[src/rtl/instr_fetch_queue.sv]
// rtl/instr_fetch_queue.sv - DEPTH-entry fetch-to-decode instruction FIFO with flush
module instr_fetch_queue #(
    parameter int ADDR_WIDTH  = 32,
    parameter int INSTR_WIDTH = 32,
    parameter int DEPTH       = 4,
    parameter logic [INSTR_WIDTH-1:0] NOP_INSTR = 32'h00000013
) (
    input  logic                       clk,
    input  logic                       rst,
    input  logic                       ifq_flush_in,
    input  logic [ADDR_WIDTH-1:0]      ifq_instr_addr_in,
    input  logic [INSTR_WIDTH-1:0]     ifq_instr_in,
    input  logic                       ifq_instr_valid_in,
    output logic                       ifq_instr_ready_out,
    output logic [ADDR_WIDTH-1:0]      ifq_instr_addr_out,
    output logic [INSTR_WIDTH-1:0]     ifq_instr_out,
    output logic                       ifq_instr_valid_out,
    input  logic                       ifq_instr_ready_in,
    output logic [$clog2(DEPTH):0]     ifq_count_out
);

    localparam int PTR_W = $clog2(DEPTH);
    localparam int CNT_W = PTR_W + 1;

    logic [ADDR_WIDTH-1:0]  addr_mem  [DEPTH];
    logic [INSTR_WIDTH-1:0] instr_mem [DEPTH];
    logic [PTR_W-1:0]       wr_ptr;
    logic [PTR_W-1:0]       rd_ptr;
    logic [CNT_W-1:0]       count;
    logic                   push;
    logic                   pop;

    // Ready looks only at occupancy, so a full queue cannot push in the cycle it pops.
    assign ifq_instr_ready_out = (count != CNT_W'(DEPTH));
    assign ifq_instr_valid_out = (count != '0);
    assign ifq_count_out       = count;

    assign push = ifq_instr_valid_in & ifq_instr_ready_out & ~ifq_flush_in;
    assign pop  = ifq_instr_valid_out & ifq_instr_ready_in & ~ifq_flush_in;

    always_comb begin
        ifq_instr_addr_out = '0;
        ifq_instr_out      = NOP_INSTR;
        if (ifq_instr_valid_out) begin
            ifq_instr_addr_out = addr_mem[rd_ptr];
            ifq_instr_out      = instr_mem[rd_ptr];
        end
    end

    always_ff @(posedge clk or negedge rst) begin
        if (!rst) begin
            wr_ptr <= '0;
            rd_ptr <= '0;
            count  <= '0;
        end else if (ifq_flush_in) begin
            // Entries are abandoned in place; only the read pointer catches up.
            rd_ptr <= wr_ptr;
            count  <= '0;
        end else begin
            if (push) begin
                wr_ptr <= wr_ptr + PTR_W'(1);
            end
            if (pop) begin
                rd_ptr <= rd_ptr + PTR_W'(1);
            end
            if (push && !pop) begin
                count <= count + CNT_W'(1);
            end else if (pop && !push) begin
                count <= count - CNT_W'(1);
            end
        end
    end

    always_ff @(posedge clk) begin
        if (push && rst) begin
            addr_mem[wr_ptr]  <= ifq_instr_addr_in;
            instr_mem[wr_ptr] <= ifq_instr_in;
        end
    end

endmodule

[config.mk]
export PLATFORM = sky130hd
export DESIGN_NAME = instr_fetch_queue
export DESIGN_NICKNAME = d
export VERILOG_FILES = /design/src/rtl/instr_fetch_queue.sv
export SDC_FILE = /design/constraint.sdc
export NUM_CORES = 1
export LEC_CHECK = 0
export CAP_MARGIN = 20
export CORE_AREA = 2 2 188 190
export CTS_CLUSTER_SIZE = 24
export DETAILED_ROUTE_END_ITERATION = 7
export DIE_AREA = 0 0 190 192
export DONT_BUFFER_PORTS = 1
export GPL_ROUTABILITY_DRIVEN = 1
export PLACE_DENSITY_LB_ADDON = 0.1
export SETUP_SLACK_MARGIN = 0.1
export SYNTH_ARGS = -nofsm -noshare
export SYNTH_HDL_FRONTEND = slang
export SYNTH_SLANG_ARGS = --single-unit
export TNS_END_PERCENT = 5
[constraint.sdc]
create_clock -name clk -period 2.9 [get_ports clk]
set_clock_uncertainty 0.1 [all_clocks]
set_input_delay 0.29 -clock clk [delete_from_list [all_inputs] [get_ports clk]]
set_output_delay 0.29 -clock clk [all_outputs]
set_load 0.005 [all_outputs]
==> results.cfg, run 1 <==
[yosys]
yosys.area.top_type = edfxtp_1
synth_edf_count = 256
synth_seq_cells = 263
synth.distinct_cells = 38
async_flop_share = 0.0266
synthTopCellsByArea = edfxtp_1 75%, mux4_2 14%, and2_1 3.9%
syn_inst = 469
synth_top_cell_area_share = 0.751
yosys_warnings = 0
synthFlopType = edfxtp_1
ys_seq_area_frac = 0.769
netlist_area_sq_mm = 0.0102
synth_nets = 543
syn_avg_cell_area_sq_um = 21.8

[power_and_ir_drop]
clockPowerShare = 0.324
pwr-share-seq = 0.419
p_per_area_mw_per_mm2 = 884
pwr-share-comb = 0.257
switching_power_mw = 3.10
p_int_mw = 8.01
leakagePower_nw = 4.00
sw_frac_of_total = 0.279
peakVddDrop_mv = 0.502

[timing]
finalHoldViolCount = 0
layout_min_cycle_time_ns = 2.59
hold_slack_ns = 0.0463
tns_ns = 0
fmax_mhz = 386
min_period_over_period = 0.894
slew_viol_final = 0
tightest_slew_ns = 0.540
rsz0062_at_grt = no
slew_headroom = 0.640
setup_viol = 0

[setup_path]
critical_path.cell_chain = buf_4, mux4_2, and2_1
critPathMaxStageDelay_ns = 0.63
worstReg2RegStart = ifq_count_out[1]$_DFFE_PN0P_
crit_path_end_kind = output port
required_ns = 2.51
cp.arrival_ns = 2.20
ff2ff_path_depth = 7
reg2reg_to = ifq_count_out[1]$_DFFE_PN0P_
setup.worst_path.start_class = register
ff2ff_setup_slack_ns = 0.35
path_buf_inv = 1
crit_slowest_cell = dfrtp_4
crit_family = flip-flops
crit_path_max_fanout = 12
crit_type = register to output port

[drt]
vias = 4780
first_pass_iters = 6
drc = 0
wl_per_cell_um = 21.1
viasPerCell = 4.60
dr.first_iter.drc_count = 267
antenna_left = 0
routed_wl_um = 21900

[global_route]
gr-usage-all-layers = 0.121
antenna_found_initial = 1
grt_overflow = 0
grt_max_degree = 43
grt_first_pass_wirelength_um = 32900
grt_pass1_vias = 5289

[die]
row_count = 68
die_h_um = 192
start_util = 0.298
core_area_sq_mm = 0.0343
dieWidth_um = 190
fp.dieArea_sq_mm = 0.0365
io_pins = 138

[cts]
h-tree-depth = 1
cts_tree = yes
numCtsBuffers = 29
insertion_delay_ns = 0.54
cts_sinks = 263
cts_buffer_depth = 3
clock-root-buffer = clkbuf_16
path_clk_slew_ns = 0.06

[hold_path]
worstHoldStart = ifq_instr_valid_in
min_to = ifq_count_out[1]$_DFFE_PN0P_
min_path_cells = 3
hold_path.class = primary input to register

[final_layout]
antenna_cells = 0
final_nets = 637
seq_area_sq_mm = 0.00787
post_route_cells_drive_above_1_share = 0.233
layout_commonest_cell = edfxtp_1
layout_common_cells = 256 x edfxtp_1, 70 x dlygate4sd3_1, 64 x mux4_2
area_growth_pct = 22.9
final_core_util = 0.367
multiInputGateArea_sq_mm = 0.00222
fillCellCount = 3179

[placed_design]
routabilityCongestion = 0.710
io_buffer_count = 0
hpwl_um = 12600

[run_status]
status = finished, final reports clean

[job]
maxCapViolCount = 0
synthesized netlist by cell type, types with 3 or more instances:
library cell and count:
edfxtp_1 256, mux4_2 64, and2_1 63, clkbuf_1 11, buf_2 8, dfrtp_1 7
inv_1 6, buf_6 5, and3_1 4, ha_1 4, nand2_1 4, nand2b_1 3
o21ai_0 3, or2_1 3
kinds of logic (layout without fill, tap and decap cells):
kind of cell               count (synthesis)  after routing  synth area share
AOI/OAI and AO/OA                         14             14            0.0102
xor gates and xnor gates                   3              3           0.00257
adders and majority gates                  5              5           0.00685
buffers and inverters                     31            146            0.0160
DFF                                      263            263             0.769
muxes                                     67             67             0.144
and+or+nand+nor                           86             86            0.0517
cell type report:
type,count,share of cell area
clock buffer,32,0.0586
clock inverter,20,0.0161
inverter,6,0.00199
multi-input combinational,175,0.177
sequential,263,0.626
tap,455,0.0453
timing repair buffer,88,0.0750
power groups by stage:
stage	logic, mW	registers (mW)	clock network (mW)
4_1_cts	2.99	4.67	3.73
5_1_grt	3.17	4.70	3.87
6_report	2.86	4.65	3.60
2_1_floorplan	2.11	4.57	0
3_3_place_gp	2.75	4.77	0
3_5_place_dp	2.79	4.79	0
state kept, by name, summed over array words and instances (netlist names):
name and cells:
rd_ptr 2, wr_ptr 2, ifq_count_out 3, instr_mem 128
addr_mem 128
worst reg2reg max path: cells and delay by family, from the launching register on:
kind	cells	cell delay, ns
AND/OR/NAND/NOR	3	0.77
AO/OA/AOI/OAI	3	0.66
flip-flops	1	0.48
adder cells (fa/ha/maj)	1	0.47
stage by stage:
stage               cell area, sq um  instances  setup WS, ns  power [mW]
floorplan                      10200        469        -0.178        6.68
global placement               10900        916         0.514        7.53
detailed placement             10900        916         0.373        7.58
CTS                            12600       1039         0.163        11.4
global route                   12600       1039         0.149        11.7
finish                         12600       1039         0.308        11.1
layer usage:
metal	track usage	vias up	wire (um)
met4	0.0316	2	472
met1	0.159	2527	9490
met2	0.198	128	10600
met3	0.0334	40	1310
li1	-	2083	-
met5	0	-	12
how the worst max path moves through the flow:
stage	start	end	slack, ns	cells after the start
finish	rd_ptr[0]$_DFFE_PN0P_	ifq_instr_addr_out[23]	0.31	3
global route	rd_ptr[0]$_DFFE_PN0P_	ifq_instr_addr_out[27]	0.15	3
CTS	ifq_count_out[2]$_DFFE_PN0P_	ifq_instr_addr_out[29]	0.16	5
detailed placement	ifq_count_out[1]$_DFFE_PN0P_	ifq_count_out[1]$_DFFE_PN0P_	0.37	7
global placement	ifq_count_out[1]$_DFFE_PN0P_	ifq_count_out[1]$_DFFE_PN0P_	0.51	7
floorplan	ifq_count_out[1]$_DFFE_PN0P_	addr_mem[2][0]$_DFFE_PP_	-0.18	4
repair_timing:
action	4_1_cts	5_1_grt
resized for setup	0	2
buffers inserted	1	0
endpoints found under the setup margin	9	35
hold buffers	70	0
hold endpoints to repair	269	0
No activity file was read; power rests on OpenSTA's default activity.
==> run 2, diff against run 1 <==
--- a/config.mk
+++ b/config.mk
@@ -6,12 +6,13 @@
 export NUM_CORES = 1
 export LEC_CHECK = 0
 export CAP_MARGIN = 20
-export CORE_AREA = 2 2 188 190
+export CORE_AREA = 10 10 196 198
 export CTS_CLUSTER_SIZE = 24
 export DETAILED_ROUTE_END_ITERATION = 7
-export DIE_AREA = 0 0 190 192
+export DIE_AREA = 0 0 206 208
 export DONT_BUFFER_PORTS = 1
 export GPL_ROUTABILITY_DRIVEN = 1
+export HOLD_SLACK_MARGIN = 0.05
 export PLACE_DENSITY_LB_ADDON = 0.1
 export SETUP_SLACK_MARGIN = 0.1
 export SYNTH_ARGS = -nofsm -noshare
==> run 2 against run 1 <==
  * Worst hold slack improved by 0.047 ns
  * Design area fell by 0.68%
  * Die area rose by 17%
  * Wire length rose by 3.8%
  * Fmax rose by 0.80%
  * Utilization fell by 0.34 points
  * Non-clock buffer count fell by 1
==> results.cfg, run 2 (synthesized netlist as in run 1, its figures left out) <==
[run_status]
status = finished, final reports clean

[drt]
viasPerCell = 4.58
route.met3.wl_um = 1630
top_layer = met4
wl_per_cell_um = 21.8
dr.first_iter.drc_count = 186
routed_wl_um = 22700
met2WireLength_um = 10900
drc = 0
vias = 4765
first_pass_iters = 4
antenna_left = 0
met1Wirelength_um = 9620

[placed_design]
io_buffer_count = 0
hpwl_um = 13200
routabilityCongestion = 0.704

[timing]
tightest_slew_ns = 0.469
fmax_mhz = 389
layout_min_cycle_time_ns = 2.57
min_period_over_period = 0.887
finalHoldViolCount = 0
rsz0062_at_grt = no
setup_viol = 0
slew_headroom = 0.687
hold_slack_ns = 0.0936
tns_ns = 0
slew_viol_final = 0

[setup_path]
crit_type = register to register
critPathMaxStageDelay_ns = 0.49
worstReg2RegStart = ifq_count_out[1]$_DFFE_PN0P_
crit_slowest_cell = dfrtp_1
reg2reg_to = ifq_count_out[1]$_DFFE_PN0P_
ff2ff_setup_slack_ns = 0.33
critPathMostFrequentCell = and2_1
setup.worst_path.start_class = register
crit_path_max_fanout = 9
ff2ff_path_depth = 7
cp.arrival_ns = 2.94
cp.depth = 7
required_ns = 3.26
critical_path.cell_chain = nor2_1, a21oi_2, and2_1, fa_1, and2_1, o311a_1, o22ai_1
path_buf_inv = 0
crit_path_end_kind = register
crit_family = simple AND/OR/NAND/NOR gates

[hold_path]
worstHoldStart = rst
min_to = instr_mem[2][0]$_DFFE_PP_
min_path_cells = 1
hold_path.class = primary input to register

[die]
fp.dieArea_sq_mm = 0.0428
row_count = 68
io_pins = 138
start_util = 0.298
core_area_sq_mm = 0.0344
die_h_um = 208
dieWidth_um = 206

[power_and_ir_drop]
peakVddDrop_mv = 0.570
p_per_area_mw_per_mm2 = 872
leakagePower_nw = 3.96

[cts]
h-tree-depth = 1
path_clk_slew_ns = 0.06
numCtsBuffers = 29
cts_buffer_depth = 3
cts_tree = yes
insertion_delay_ns = 0.55
cts_resized = 0
cts_sinks = 263
clock-root-buffer = clkbuf_16

[final_layout]
fillCellCount = 3215
final_core_util = 0.363
post_route_cells_drive_above_1_share = 0.224
layout_commonest_cell = edfxtp_1
layout_common_cells = 256 x edfxtp_1, 70 x dlygate4sd3_1, 64 x mux4_2
area_growth_pct = 22.1
final_nets = 636

[job]
maxCapViolCount = 0

[global_route]
grt_first_pass_wirelength_um = 34700
antenna_found_initial = 1
grt_overflow = 0
grt_pass1_vias = 5434
grt_max_degree = 65
gr-usage-all-layers = 0.105
-- run 2: cell count changes in the layout (fill, tap and decap cells not counted), sizes merged --
cell | previous run | this run
diode | 0 | 1
bufinv | 4 | 2
clkinvlp | 2 | 1
clkbuf | 32 | 37
buf | 18 | 17
clkinv | 13 | 12
-- run 2: per-layer routing --
metal	GRT usage	vias to the layer above
met1	0.132	2511
li1	-	2089
met4	0.0276	0
met3	0.0331	34
met2	0.172	131
met5	0	-
-- run 2: layout make-up --
type,count,area (sq um),share of cell area
Antenna cell,1,2.50,0.000200
Clock buffer,37,756,0.0605
Clock inverter,16,126,0.0101
Inverter,6,22.5,0.00180
Multi-Input combinational cell,175,2220,0.178
Sequential cell,263,7870,0.630
Tap cell,455,569,0.0456
Timing Repair Buffer,87,916,0.0734
-- run 2: worst max path at each step --
| stage | start | to | slack (ns) |
|---|---|---|---|
| after floorplan | ifq_count_out[1]$_DFFE_PN0P_ | addr_mem[2][0]$_DFFE_PP_ | -0.18 |
| after global placement | ifq_count_out[1]$_DFFE_PN0P_ | ifq_count_out[1]$_DFFE_PN0P_ | 0.52 |
| after detailed placement | ifq_count_out[1]$_DFFE_PN0P_ | ifq_count_out[1]$_DFFE_PN0P_ | 0.39 |
| after CTS | rd_ptr[0]$_DFFE_PN0P_ | ifq_instr_out[0] | 0.11 |
| after global routing | ifq_count_out[1]$_DFFE_PN0P_ | ifq_count_out[1]$_DFFE_PN0P_ | 0.21 |
| final | ifq_count_out[1]$_DFFE_PN0P_ | ifq_count_out[1]$_DFFE_PN0P_ | 0.33 |
-- run 2: worst register-to-register path, delay by kind of cell, from the launching register on --
family	cells	cell delay [ns]
adders and majority gates	1	0.47
and+or+nand+nor	3	0.76
DFF	1	0.49
AOI/OAI and AO/OA	3	0.68
-- run 2: where the power goes --
part | total (mW) | internal [mW] | switching, mW
combinational | 2.85 | 1.38 | 1.47
clock | 3.42 | 2.00 | 1.42
sequential | 4.62 | 4.43 | 0.190
total | 10.9 | 7.81 | 3.08
-- run 2: what timing repair did --
item | in CTS | in global routing
endpoints found under the hold margin | 270 | 0
hold buffers | 70 | 0
setup endpoints to repair | 0 | 30
setup buffers | 0 | 4
-- run 2: stage by stage --
| step | setup WS (ns) | area [sq um] | total power, mW | instances |
|---|---|---|---|---|
| final | 0.328 | 12500 | 10.9 | 1040 |
| after global routing | 0.213 | 12500 | 11.6 | 1039 |
| after CTS | 0.105 | 12500 | 11.2 | 1035 |
| after detailed placement | 0.394 | 10900 | 7.54 | 912 |
| after global placement | 0.516 | 10900 | 7.49 | 912 |
| after floorplan | -0.178 | 10200 | 6.68 | 469 |
